==> config.mk <==
export PLATFORM = sky130hd
export DESIGN_NAME = registrador_solicitudes
export DESIGN_NICKNAME = d
export VERILOG_FILES = /design/src/rtl/registrador_solicitudes.sv
export SDC_FILE = /design/constraint.sdc
export NUM_CORES = 1
export LEC_CHECK = 0
export BUFFER_PORTS_ARGS = -buffer_cell sky130_fd_sc_hd__buf_4
export CORE_ASPECT_RATIO = 1.25
export CORE_MARGIN = 2
export CORE_UTILIZATION = 44
export DETAILED_ROUTE_END_ITERATION = 8
export PLACE_DENSITY = 0.72
export SLEW_MARGIN = 20
export SYNTH_ARGS = -nofsm -noshare
export SYNTH_HDL_FRONTEND = slang
export SYNTH_SLANG_ARGS = --single-unit
==> constraint.sdc <==
create_clock -name clk -period 5.1 [get_ports clk]
set_input_delay 0.255 -clock clk [delete_from_list [all_inputs] [get_ports clk]]
set_output_delay 0.255 -clock clk [all_outputs]
set_load 0.01 [all_outputs]
==> src/rtl/registrador_solicitudes.sv <==
// Request register: sync, debounce, edge-detect and latch of 10 buttons.
// Optional cabin-call cancellation toggle under REGISTRADOR_CANCELACION_EN.
module registrador_solicitudes #(
  parameter int DEBOUNCE_CYCLES = 16,
  parameter int CNT_W           = 5
) (
  input  logic       clk,
  input  logic       rst_n,
  input  logic [9:0] botones,
  input  logic       atender,
  input  logic [1:0] piso_actual,
  input  logic       direccion,
  output logic [9:0] pendientes,
  output logic [9:0] luces,
  output logic       hay_solicitud,
  output logic       nueva_solicitud
);

  localparam logic [CNT_W-1:0] CNT_MAX = CNT_W'(DEBOUNCE_CYCLES - 1);
  localparam logic [9:0] CABINA = 10'h3C0;

  logic [9:0]       s1;
  logic [9:0]       s2;
  logic [9:0]       deb;
  logic [9:0]       deb_q;
  logic [CNT_W-1:0] cnt [10];
  logic [9:0]       pend_r;
  logic             nueva_r;
  logic [9:0]       press;
  logic [9:0]       clear_mask;
  logic [9:0]       pend_next;

  // Two-flop synchroniser on every raw button.
  always_ff @(posedge clk) begin
    if (!rst_n) begin
      s1 <= '0;
      s2 <= '0;
    end else begin
      s1 <= botones;
      s2 <= s1;
    end
  end

  // Per-bit debounce: accept a new level after enough stable cycles.
  always_ff @(posedge clk) begin
    if (!rst_n) begin
      deb   <= '0;
      deb_q <= '0;
      for (int i = 0; i < 10; i++) cnt[i] <= '0;
    end else begin
      deb_q <= deb;
      for (int i = 0; i < 10; i++) begin
        if (s2[i] == deb[i]) begin
          cnt[i] <= '0;
        end else if (cnt[i] == CNT_MAX) begin
          deb[i] <= s2[i];
          cnt[i] <= '0;
        end else begin
          cnt[i] <= cnt[i] + 1'b1;
        end
      end
    end
  end

  assign press = deb & ~deb_q;

  // Requests served at the current floor in the committed direction.
  always_comb begin
    clear_mask = '0;
    if (atender) begin
      unique case (piso_actual)
        2'd0: begin
          clear_mask[6] = 1'b1;
          clear_mask[0] = 1'b1;
        end
        2'd1: begin
          clear_mask[7] = 1'b1;
          if (direccion) clear_mask[2] = 1'b1;
          else           clear_mask[1] = 1'b1;
        end
        2'd2: begin
          clear_mask[8] = 1'b1;
          if (direccion) clear_mask[4] = 1'b1;
          else           clear_mask[3] = 1'b1;
        end
        2'd3: begin
          clear_mask[9] = 1'b1;
          clear_mask[5] = 1'b1;
        end
        default: clear_mask = '0;
      endcase
    end
  end

  // Latch presses, optionally toggle cabin calls off, then apply clears.
  always_comb begin
    pend_next = pend_r | press;
`ifdef REGISTRADOR_CANCELACION_EN
    pend_next = pend_next & ~(press & pend_r & CABINA);
`else
    pend_next = pend_next & (pend_r | ~pend_r | CABINA);
`endif
    pend_next = pend_next & ~clear_mask;
  end

  // Pending register and new-request pulse.
  always_ff @(posedge clk) begin
    if (!rst_n) begin
      pend_r  <= '0;
      nueva_r <= 1'b0;
    end else begin
      pend_r  <= pend_next;
      nueva_r <= |(pend_next & ~pend_r);
    end
  end

  assign pendientes      = pend_r;
  assign luces           = pend_r;
  assign hay_solicitud   = |pend_r;
  assign nueva_solicitud = nueva_r;

endmodule

==> impl_results.md <==
- Status: finished, final reports clean
- # IOs: 38
- Fin worst setup slack: 3332 ps
- Main area contributors after synthesis: edfxtp_1 (35%), dfxtp_1 (24%), nor2_1 (6.5%), ha_1 (5.9%), and2_1 (4.1%)
- Post-CTS Hold Buffers: 0
- CTS tree: built
- Detailed Route WL: 6618 um
- Post-cts repair resize count: 0
- # placed instances: 582
- YS warnings: 0
- Setup_tns: 0 ps
- Drt drc: 0
- Min Tclk post-route: 1768 ps
- Crit path required time: 5300 ps
- First-pass GRT wire length: 11170 um
- Worst setup EP type: flop
- Async set-reset flop share out of synthesis: 0%
- DR WL/cell: 11.07 um
- # port buffers: 37
- Initial detailed-routing violation count: 123
- Synthesized flop and latch total: 101
- Slew headroom: 51.82%
- Fmax: 565.5 MHz
- Die W: 92.07 um
- Initial antenna violation count: 0
- Post-Route Utilization: 53.83%
- Deepest clock path buffer count: 2
- PD cells: 326.8 mW/mm^2
- CTS Sinks: 101
- Fin Clk Skew: 4.249 ps
- Pint: 1.342 mW
- Nets: 503
- Crit Path Max Fanout: 5
- Filler cells: 855
- Fin. max-slew vios: 0
- Final worst-path cycle share: 34.67%
- Die Y: 114.1 um
- Fraction of final layout cells with drive strength greater than 1: 11.23%
- CP Data Arrival Time: 1970 ps
- WS Path Type: reg -> reg
- Mapped Area: 0.004265 sq mm
- Number of flops mapped to enable cells by yosys: 50
- Vias in the first global route: 2581
- Seq/Total Area, Yosys: 59.14%
- Via/cell ratio: 4.443
- H-tree depth: 3
- Power consumption: 1.673 mW
- Total track usage: 13.77%
- Hold Crit Class: in -> reg
- Least-Margin Pin Slew: 721.9 ps
- Initial Util: 44.86%
- P&R area growth vs syn: 20.01%
- Total die area: 0.01050 sq mm
- Biggest area consumer among synthesized cells: edfxtp_1
- Antenna cells: 0
- Logic pwr share: 3.9%
- Final Non-Filler Cells: 598
- Clock Tree Root: clkbuf_16
- Ys flop type: dfxtp_1
- Post-synth top area share: 35.20%
- Final setup viols: 0
- Syn avg cell area: 11.08 sq um
- Number of setup buffers added after CTS: 0
- Most common cell in the netlist: nor2_1
- Multi-input gate area: 0.001724 sq mm
- Final HPWL from detailed placement: 4805 um
- Hold depth: 2
- Cts bufs inserted: 9
- Seq. cell area: 0.002522 sq mm
- RSZ-0062 raised after global routing: false
- Total grt overflow: 0
- GP Congestion: 0.7990
- Std-Cell Rows: 40
- Max-Cap Viols: 0
- Clk slew on worst S/H paths: 60 ps
- Dpl ws: 3293 ps
- Clock power share: 42.9%
- Sequential power share: 53.2%
- CP Launch Type: flop
- Worst R2R Path Depth: 5
- Switching share of total power: 19.77%
- Largest net degree at the start of global routing: 37
- Detailed Routing Iterations Pass 1: 4
- DR vias: 2657
- Worst skew pair latency: 340 ps
- Worst IR Drop VDD: 0.0001855 V
- NetSw: 0.3307 mW
- Antenna-violating nets left: 0
- Cells after Synth: 385
- Synth cell count leaders: nor2_1 (74), dfxtp_1 (51), edfxtp_1 (50)
- Hold Fails Final Rpt: 0
- Leakage power: 2.166 nW
- Synth cell types: 33
- CORE AREA: 0.009509 sq mm
==> power by group through the flow <==
stage | Combinational, mW | Sequential (mW) | Clock, mW
detailed placement | 0.0638 | 0.908 | 0
global placement | 0.0622 | 0.906 | 0
CTS | 0.0644 | 0.890 | 0.741
finish | 0.0646 | 0.890 | 0.718
floorplan | 0.0447 | 0.904 | 0
global route | 0.0762 | 0.893 | 0.772
==> kinds of logic (layout without fill, tap and decap cells) <==
| kind of cell | Yosys count | in the layout | synth area share (%) |
|---|---|---|---|
| AOI/OAI and AO/OA | 22 | 22 | 3.198 |
| DFF | 101 | 101 | 59.14 |
| and+or+nand+nor | 157 | 157 | 18.45 |
| adders and majority gates | 20 | 20 | 5.867 |
| other | 1 | 50 | 0.08792 |
| muxes | 10 | 10 | 2.347 |
| buffers and inverters | 44 | 82 | 4.752 |
| xor gates and xnor gates | 30 | 30 | 6.160 |
==> critical path, stage by stage (launching register included) <==
cell,delay (ps)
edfxtp_1,410
ha_1,240
and3_1,190
ha_1,200
or3_1,440
nor2_1,150
==> area by class of cell <==
type / instances / area share (%)
Sequential cell: 101 / 49.28
Clock inverter: 5 / 1.027
Inverter: 29 / 2.127
Multi-Input combinational cell: 289 / 33.68
Clock buffer: 11 / 5.378
Timing Repair Buffer: 37 / 5.427
Tap cell: 126 / 3.080
==> sequential cells by signal, summed over array words and instances (netlist names) <==
signal	flops
s2	10
nueva_solicitud	1
luces	10
deb	10
cnt	50
deb_q	10
s1	10
==> final timing paths <==
kind,start,endpoint,slack [ps]
worst min-delay path,botones[6],s1[6],120
worst max register to register,cnt[4][0],cnt[4][3],3330
worst min register to register,s1[0],s2[0],430
worst max-delay path,cnt[4][0],cnt[4][3],3330
==> per-stage QoR <==
step	hold slack [ps]	area, sq um
CTS	104.2	5119
detailed placement	416.9	4791
finish	115.6	5119
floorplan	344.4	4449
global route	109.2	5119
global placement	415.8	4791
==> layout by cell type, fill, tap and decap left out, types with 4 or more instances in the layout <==
cell type and instances:
nor2_1 74, dfxtp_1 51, edfxtp_1 50, conb_1 50, buf_4 37, inv_1 29, and2_1 28, xnor2_1 20
ha_1 20, and3_1 11, nand3_1 11, clkbuf_16 11, or3_1 10, xor2_1 10, o21ai_0 10, mux2i_1 10
nor2b_1 7, a21oi_1 6, nor4_1 4
==> per-layer routing <==
layer / GRT usage (%) / routed length [um]
met1: 16.24 / 3062
met2: 22.84 / 3124
met3: 3.226 / 238
met4: 8.358 / 192
met5: 0 / 0
(Power assumes the default switching activity.)
